File: src/rtl/seg_scan_driver_if.sv
// Display-side bundle of seg_scan_driver: value/enable inputs in, scan outputs
// (nibble, anodes, decimal point) plus the scan FSM phase for observation.
interface seg_scan_driver_if;
    logic [31:0] data;
    logic [7:0]  digit_en;
    logic [7:0]  dp_in;
    logic        lz_en;
    logic [3:0]  x;
    logic [7:0]  an;
    logic        dp;
    logic        phase_dbg;   // 1 = SHOW, 0 = GAP (anodes forced off)

    modport master (
        output data, digit_en, dp_in, lz_en,
        input  x, an, dp, phase_dbg
    );

    modport slave (
        input  data, digit_en, dp_in, lz_en,
        output x, an, dp, phase_dbg
    );
endinterface

File: src/rtl/seg_scan_driver.sv
// Time-multiplexed 8-digit common-anode scan driver with per-frame snapshot,
// blanking, leading-zero suppression and an anode-off guard at slot start.
module seg_scan_driver #(
    parameter int CLK_DIV = 100000,
    parameter int GAP_CYC = 1000
) (
    input logic               clk,
    input logic               rst,
    seg_scan_driver_if.slave  bus
);

    localparam int              CW      = $clog2(CLK_DIV);
    localparam logic [CW-1:0]   LAST_O  = CW'(CLK_DIV - 1);
    localparam logic [CW-1:0]   GAP_O   = CW'(GAP_CYC);
    localparam bit              HAS_GAP = (GAP_CYC != 0);

    typedef enum logic {
        ST_GAP  = 1'b0,
        ST_SHOW = 1'b1
    } state_t;

    localparam state_t RST_STATE = HAS_GAP ? ST_GAP : ST_SHOW;

    // Scan position of the edge about to happen: offset within slot and slot index.
    logic [CW-1:0] cnt;
    logic [2:0]    idx;

    logic [31:0]   snap_data;
    logic [7:0]    snap_en;
    logic [7:0]    snap_dp;
    logic          snap_lz;

    state_t        state;
    state_t        nxt_state;

    logic [3:0]    x_q;
    logic [7:0]    an_q;
    logic          dp_q;

    logic          frame_start;
    logic [31:0]   cur_data;
    logic [7:0]    cur_en;
    logic [7:0]    cur_dp;
    logic          cur_lz;
    logic [2:0]    top_idx;
    logic [7:0]    vis;

    function automatic logic [2:0] top_nibble(input logic [31:0] v);
        logic [2:0] h;
        h = 3'd0;
        for (int i = 0; i < 8; i++) begin
            if (v[i*4 +: 4] != 4'h0) h = 3'(i);
        end
        return h;
    endfunction

    // The frame-start position already displays the values being captured on that edge.
    assign frame_start = (cnt == '0) && (idx == 3'd0);
    assign cur_data    = frame_start ? bus.data     : snap_data;
    assign cur_en      = frame_start ? bus.digit_en : snap_en;
    assign cur_dp      = frame_start ? bus.dp_in    : snap_dp;
    assign cur_lz      = frame_start ? bus.lz_en    : snap_lz;
    assign top_idx     = top_nibble(cur_data);

    always_comb begin
        vis = 8'h00;
        for (int i = 0; i < 8; i++) begin
            vis[i] = cur_en[i] && (!cur_lz || (3'(i) <= top_idx));
        end
    end

    // Phase of the position being produced on the coming edge.
    always_comb begin
        nxt_state = state;
        case (state)
            ST_GAP:  nxt_state = (cnt == GAP_O) ? ST_SHOW : ST_GAP;
            ST_SHOW: nxt_state = (HAS_GAP && (cnt == '0)) ? ST_GAP : ST_SHOW;
            default: nxt_state = RST_STATE;
        endcase
    end

    always_ff @(posedge clk) begin
        if (rst) begin
            cnt       <= '0;
            idx       <= 3'd0;
            snap_data <= 32'h0;
            snap_en   <= 8'h00;
            snap_dp   <= 8'h00;
            snap_lz   <= 1'b0;
            state     <= RST_STATE;
            x_q       <= 4'h0;
            an_q      <= 8'hFF;
            dp_q      <= 1'b1;
        end else begin
            if (frame_start) begin
                snap_data <= bus.data;
                snap_en   <= bus.digit_en;
                snap_dp   <= bus.dp_in;
                snap_lz   <= bus.lz_en;
            end

            if (cnt == LAST_O) begin
                cnt <= '0;
                idx <= idx + 3'd1;
            end else begin
                cnt <= cnt + CW'(1);
            end

            state <= nxt_state;
            x_q   <= cur_data[{idx, 2'b00} +: 4];
            if ((nxt_state == ST_SHOW) && vis[idx]) begin
                an_q <= ~(8'h01 << idx);
                dp_q <= ~cur_dp[idx];
            end else begin
                an_q <= 8'hFF;
                dp_q <= 1'b1;
            end
        end
    end

    assign bus.x         = x_q;
    assign bus.an        = an_q;
    assign bus.dp        = dp_q;
    assign bus.phase_dbg = (state == ST_SHOW);

endmodule

File: src/flat_wrapper.sv
// flat-port wrapper written by rule: the top's interface ports become plain ports
module seg_scan_driver_flat 
#(
    parameter int CLK_DIV = 100000,
    parameter int GAP_CYC = 1000
)
  (clk, rst, bus_data, bus_digit_en, bus_dp_in, bus_lz_en, bus_x, bus_an, bus_dp, bus_phase_dbg);
  seg_scan_driver_if bus_i ();
  input logic clk;
  input logic rst;
  input wire logic [$bits(bus_i.data)-1:0] bus_data;
  input wire logic [$bits(bus_i.digit_en)-1:0] bus_digit_en;
  input wire logic [$bits(bus_i.dp_in)-1:0] bus_dp_in;
  input wire logic [$bits(bus_i.lz_en)-1:0] bus_lz_en;
  output wire logic [$bits(bus_i.x)-1:0] bus_x;
  output wire logic [$bits(bus_i.an)-1:0] bus_an;
  output wire logic [$bits(bus_i.dp)-1:0] bus_dp;
  output wire logic [$bits(bus_i.phase_dbg)-1:0] bus_phase_dbg;
  assign bus_i.data = bus_data;
  assign bus_i.digit_en = bus_digit_en;
  assign bus_i.dp_in = bus_dp_in;
  assign bus_i.lz_en = bus_lz_en;
  assign bus_x = bus_i.x;
  assign bus_an = bus_i.an;
  assign bus_dp = bus_i.dp;
  assign bus_phase_dbg = bus_i.phase_dbg;
  seg_scan_driver #(.CLK_DIV(CLK_DIV), .GAP_CYC(GAP_CYC)) u_core (.clk(clk), .rst(rst), .bus(bus_i));
endmodule
File: config.mk
export PLATFORM = sky130hd
export DESIGN_NAME = seg_scan_driver_flat
export DESIGN_NICKNAME = d
export VERILOG_FILES = /design/src/rtl/seg_scan_driver_if.sv /design/src/rtl/seg_scan_driver.sv /design/src/flat_wrapper.sv
export SDC_FILE = /design/constraint.sdc
export NUM_CORES = 1
export LEC_CHECK = 0
export BUFFER_PORTS_ARGS = -buffer_cell sky130_fd_sc_hd__buf_2
export CAP_MARGIN = 0
export CORE_MARGIN = 4
export CORE_UTILIZATION = 35
export CTS_CLUSTER_SIZE = 8
export DETAILED_ROUTE_END_ITERATION = 7
export PLACE_DENSITY = 0.58
export SETUP_SLACK_MARGIN = 0.05
export SKIP_CTS_REPAIR_TIMING = 1
export SLEW_MARGIN = 30
export SYNTH_ARGS = -nofsm -noshare
export SYNTH_HDL_FRONTEND = slang
export SYNTH_SLANG_ARGS = --single-unit
File: constraint.sdc
create_clock -name clk -period 3.25 [get_ports clk]
set_input_delay 0.1625 -clock clk [delete_from_list [all_inputs] [get_ports clk]]
set_output_delay 0.1625 -clock clk [all_outputs]
set_load 0.02 [all_outputs]
==> impl_metrics.env, run 1 <==
export IMPL_clock_latency_ns=0.34
export IMPL_cts_clk_slew_worst_paths_ns=0.06
export IMPL_cts_tree="built"
export IMPL_gr_total_overflow=0
export IMPL_rsz0062_at_grt="false"
export IMPL_path_class="reg2reg"
export IMPL_synth_fa_ha_area_frac=0.0253
export IMPL_dieArea_um2=13100
export IMPL_drive_gt1_frac=0.230
export IMPL_portBuffers=64
export IMPL_crit_family="simple AND/OR/NAND/NOR gates"
export IMPL_status="finished clean"
export IMPL_cts_htree_levels=3
export IMPL_path_buf_inv=2
export IMPL_grt_pass1_vias=3461
export IMPL_grt_max_degree=60
export IMPL_slew_violations=0
export IMPL_nets=572
export IMPL_skew_ns=0.00980
export IMPL_yosysWarnings=0
export IMPL_final_fill_count=1105
export IMPL_min_period_ns=2.83
export IMPL_synth_top_family_by_area="simple AND/OR/NAND/NOR gates"
export IMPL_path_cells="clkinv_1 -> ha_1 -> nor2b_1 -> and3_1 -> nand2_8 -> buf_4 -> mux4_2 -> and2_1 -> a31o_2 -> a22oi_2"
export IMPL_synth_seq_cells=83
export IMPL_vias_per_cell=5.22
export IMPL_via_count=3435
export IMPL_relSlewSlack=0.593
export IMPL_die_x_um=114
export IMPL_synthMuxAreaShare=0.124
export IMPL_hold_viol=0
export IMPL_hpwl_mm=7.79
export IMPL_peakVddDrop_uv=299
export IMPL_seq_area_frac_synth=0.419
export IMPL_setup_violations=0
export IMPL_ys_flop_type="dfxtp_1"
export IMPL_drt_iter0_drc=208
export IMPL_hold_path_class="in2reg"
export IMPL_final_core_util=0.434
export IMPL_dr_pass1_iters=5
export IMPL_synth_simple_area_share=0.248
export IMPL_clockRootBuffer="clkbuf_16"
export IMPL_cpPeakStageDelay_ns=0.54
export IMPL_synth_distinct_cells=45
export IMPL_rows=38
export IMPL_finalCritPeriodShare=0.872
export IMPL_critPathLaunchType="flip-flop"
export IMPL_p_leak_nw=1.94
export IMPL_initial_core_util=0.361
export IMPL_grt_pass1_wl_mm=17.1
export IMPL_rrSetupSlack_ns=0.42
export IMPL_synthArstFlopShare=0
export IMPL_num_antenna_cells=0
export IMPL_wl_per_cell_um=15.7
export IMPL_synth_top_area_cell="dfxtp_1"
export IMPL_crit_required_ns=3.51
export IMPL_pre_cts_slack_ns=0.432
export IMPL_cts_inserted_buffers=9
export IMPL_drcViolationCount=0
export IMPL_worstMarginPinSlew_ns=0.610
export IMPL_power_density_nw_per_um2=554
export IMPL_detail_route_antenna_nets=0
export IMPL_area_growth_pct=20.2
export IMPL_die_y_um=114
export IMPL_synth_area_leaders="dfxtp_1, nand2_1, mux4_2"
export IMPL_syn_inst=447
export IMPL_worstPathArrival_ns=3.10
export IMPL_finalSetupTns_ns=0
export IMPL_fmax_mhz=353
export IMPL_syn_avg_cell_area_um2=8.86
export IMPL_ioPinCount=65
export IMPL_place_congestion=0.837
export IMPL_critPathSlowestCell="mux4_2"
export IMPL_cts_sinks=83
export IMPL_max_cap_violations=0
export IMPL_synth_compound_area_frac=0.111
export IMPL_cp_max_fo=26
export IMPL_grt_util_all_layers=0.166
export IMPL_cp_end_kind="flip-flop"
export IMPL_cts_buffer_depth=2
export IMPL_synth_xor_area_frac=0.0309
export IMPL_synth_edf_count=0
export IMPL_synth_area_um2=3960
export IMPL_fin_ws_ns=0.415
export IMPL_power_total_mw=2.64
export IMPL_antenna_found_initial=0
export IMPL_yosys_area_top_type_share=0.419
export IMPL_wl_mm=10.3
export IMPL_core_um2=11000
export IMPL_synth_fp_nets=506
-- Yosys cell counts, drive strengths merged, types with 9 or more instances --
| cell type | n |
|---|---|
| a21oi | 38 |
| buf | 11 |
| clkbuf | 13 |
| dfxtp | 83 |
| mux2i | 22 |
| mux4 | 12 |
| nand2 | 87 |
| nand3 | 20 |
| nand4 | 10 |
| nor2 | 42 |
| nor4 | 10 |
| o21ai | 9 |
| xor2 | 9 |
-- cells in the final DEF (no fill, tap or decap), types with 10 or more instances in the layout --
| cell | n |
|---|---|
| buf_4 | 15 |
| nand4_1 | 10 |
| dfxtp_1 | 83 |
| nand2_1 | 86 |
| nor2_1 | 41 |
| nand3_1 | 20 |
| buf_2 | 64 |
| a21oi_1 | 38 |
| mux2i_1 | 22 |
| mux4_2 | 12 |
-- worst min-delay path, stage by stage --
cell     delay, ns
buf_2         0.11
nand2_1       0.05
a21oi_1       0.05
-- layer usage --
metal	wire [µm]	global-route usage	vias up
met5	0	0	-
met4	147	0.0554	0
met1	4540	0.207	1626
met2	5110	0.280	78
met3	533	0.0412	12
li1	-	-	1719
-- final cells by class --
| class | count | area (µm²) | share of cell area |
|---|---|---|---|
| clock buffers | 11 | 243 | 0.0509 |
| well taps | 140 | 175 | 0.0368 |
| multi-input cells | 331 | 2130 | 0.448 |
| repair buffers | 79 | 433 | 0.0909 |
| clock inverters | 5 | 85.1 | 0.0179 |
| inverters | 9 | 33.8 | 0.00709 |
| flip-flops and latches | 83 | 1660 | 0.349 |
-- flip-flops by register name, indices dropped and copies added (netlist names) --
register              flops
u_core.bus.an             8
u_core.idx                3
u_core.snap_data         32
u_core.bus.dp             1
u_core.snap_dp            8
u_core.cnt               17
u_core.snap_lz            1
u_core.bus.x              4
u_core.bus.phase_dbg      1
u_core.snap_en            8
-- where the power goes --
group / internal [mW] / switching, mW / total [mW]
logic: 0.185 / 0.234 / 0.419
clock network: 0.698 / 0.405 / 1.10
registers: 1.08 / 0.0331 / 1.12
total: 1.97 / 0.672 / 2.64
-- through the flow --
step,hold slack [ns],cell area [µm²],std cells
final,0.0858,4760,658
after global routing,0.0821,4760,658
after CTS,0.0776,4760,658
after detailed placement,0.435,4440,642
after global placement,0.421,4440,642
after floorplan,0.303,3960,447
-- cell families after synthesis --
group	count (synthesis)
AO/OA/AOI/OAI	70
XOR/XNOR	14
adder cells (fa/ha/maj)	8
buffers and inverters	33
flip-flops	83
multiplexers	34
AND/OR/NAND/NOR	205
-- final timing paths --
check / from / end / depth (start not counted)
setup / recovery: u_core.idx[1]$_SDFFE_PP0P_ / u_core.bus.dp$_SDFF_PP1_ / 10
hold / removal: bus_dp_in[4] / u_core.snap_dp[4]$_SDFF_PP0_ / 3
setup reg to reg: u_core.idx[1]$_SDFFE_PP0P_ / u_core.bus.dp$_SDFF_PP1_ / 10
hold reg to reg: u_core.snap_dp[4]$_SDFF_PP0_ / u_core.snap_dp[4]$_SDFF_PP0_ / 2
No activity file was read; power rests on OpenSTA's default activity.
==> inputs of run 2 (changes only) <==
Settings changed: BUFFER_PORTS_ARGS -buffer_cell sky130_fd_sc_hd__buf_2 to -buffer_cell sky130_fd_sc_hd__buf_4.
==> run 2 against run 1 <==
Clock skew shrank 0.0021 ns. Largest cell class unchanged. Via count shrank 0.44%. Cell count shrank 0.91%. Clock power shrank 11%. Setup slack gained 0.0073 ns. Sequential power is essentially flat. Die area is the same. Count of clock-buffer cells in the layout shrank 2. Design area grew 1.5%.
==> impl_metrics.env, run 2 (synthesis results as in run 1) <==
export IMPL_drt_iter0_drc=363
export IMPL_wl_per_cell_um=15.9
export IMPL_nets=566
export IMPL_skew_ns=0.00767
export IMPL_min_period_ns=2.83
export IMPL_setup_violations=0
export IMPL_fin_area_um2=4840
export IMPL_hold_path_class="in2reg"
export IMPL_cts_inserted_buffers=9
export IMPL_use_met3=0.0381
export IMPL_final_cells=652
export IMPL_antenna_found_initial=0
export IMPL_dieArea_um2=13100
export IMPL_drive_gt1_frac=0.223
export IMPL_relSlewSlack=0.415
export IMPL_cts_sinks=83
export IMPL_finalCritPeriodShare=0.870
export IMPL_peakVddDrop_uv=234
export IMPL_initial_core_util=0.361
export IMPL_core_um2=11000
export IMPL_dr_pass1_iters=4
export IMPL_cp_max_fo=10
export IMPL_cp_end_kind="flip-flop"
export IMPL_wl_mm=10.4
export IMPL_area_growth_pct=22.1
export IMPL_largest_reg_flops=32
export IMPL_busiest_layer="met2"
export IMPL_detail_route_antenna_nets=0
export IMPL_die_y_um=114
export IMPL_gr_usage_met2=0.258
export IMPL_rsz0062_at_grt="false"
export IMPL_gr_total_overflow=0
export IMPL_hpwl_mm=7.67
export IMPL_largest_register="u_core.snap_data"
export IMPL_layout_commonest_cell="nand2_1"
export IMPL_use_met1=0.217
export IMPL_die_x_um=114
export IMPL_grt_pass1_vias=3334
export IMPL_num_antenna_cells=0
export IMPL_clockRootBuffer="clkbuf_16"
export IMPL_fmax_mhz=354
export IMPL_via_count=3420
export IMPL_place_congestion=0.838
export IMPL_finalSetupTns_ns=0
export IMPL_ioPinCount=65
export IMPL_grt_util_all_layers=0.164
export IMPL_cts_buffer_depth=2
export IMPL_grt_pass1_wl_mm=16.9
export IMPL_cts_tree="built"
export IMPL_cts_htree_levels=3
export IMPL_top_regs="u_core.snap_data x32, u_core.cnt x17"
export IMPL_final_core_util=0.440
export IMPL_placed_cells_incl_taps=636
export IMPL_worstMarginPinSlew_ns=0.869
export IMPL_vias_per_cell=5.25
export IMPL_slew_violations=0
export IMPL_worstPathArrival_ns=3.03
export IMPL_drcViolationCount=0
export IMPL_max_cap_violations=0
export IMPL_cts_clk_slew_worst_paths_ns=0.07
export IMPL_status="finished clean"
export IMPL_path_class="reg2reg"
export IMPL_most_common_layout_cells="nand2_1, dfxtp_1, buf_4"
export IMPL_power_density_nw_per_um2=522
export IMPL_clock_latency_ns=0.34
export IMPL_hold_viol=0
export IMPL_portBuffers=64
export IMPL_critPathLaunchType="flip-flop"
export IMPL_p_leak_nw=1.96
export IMPL_placed_area_um2=4550
export IMPL_crit_required_ns=3.45
export IMPL_grt_max_degree=61
export IMPL_rows=38
run 2: final timing paths:
check                                     from                      endpoint  slack, ns  depth (start not counted)
setup reg to reg     u_core.cnt[11]$_SDFF_PP0_      u_core.bus.dp$_SDFF_PP1_       0.42                          7
setup / recovery     u_core.cnt[11]$_SDFF_PP0_      u_core.bus.dp$_SDFF_PP1_       0.42                          7
hold reg to reg   u_core.snap_dp[6]$_SDFF_PP0_  u_core.snap_dp[6]$_SDFF_PP0_       0.45                          2
hold / removal                    bus_dp_in[2]  u_core.snap_dp[2]$_SDFF_PP0_       0.08                          3
run 2: area by class of cell:
cell class	count	area [µm²]
Clock buffer	9	225
Clock inverter	7	60.1
Fill cell	1049	6150
Inverter	9	33.8
Multi-Input combinational cell	331	2130
Sequential cell	83	1660
Tap cell	140	175
Timing Repair Buffer	73	548
run 2: per-stage QoR:
stage | power [mW] | worst slack, ns | hold WS [ns]
3_3_place_gp | 1.56 | 0.468 | 0.428
5_1_grt | 2.66 | 0.201 | 0.0866
6_report | 2.52 | 0.423 | 0.0840
2_1_floorplan | 1.44 | 0.235 | 0.303
3_5_place_dp | 1.57 | 0.410 | 0.435
4_1_cts | 2.55 | 0.416 | 0.0785
run 2: per-layer routing:
layer  part of all wire  vias up
met1               0.44     1609
met3              0.067       15
li1                   -     1703
met5                  0        -
met2               0.47       93
met4              0.020        0
run 2: power breakdown:
part / total, mW / switching (mW) / internal, mW
clock network: 0.982 / 0.449 / 0.533
registers: 1.12 / 0.0336 / 1.08
logic: 0.425 / 0.234 / 0.192
total: 2.52 / 0.717 / 1.81
run 2: critical path, cell delays in order (launching register included):
cell and delay, ns:
dfxtp_1 0.38, nor4_4 0.33, and4_1 0.54, and3_1 0.42, mux2i_1 0.27, a2111oi_2 0.10, o31ai_2 0.51, a22oi_2 0.14
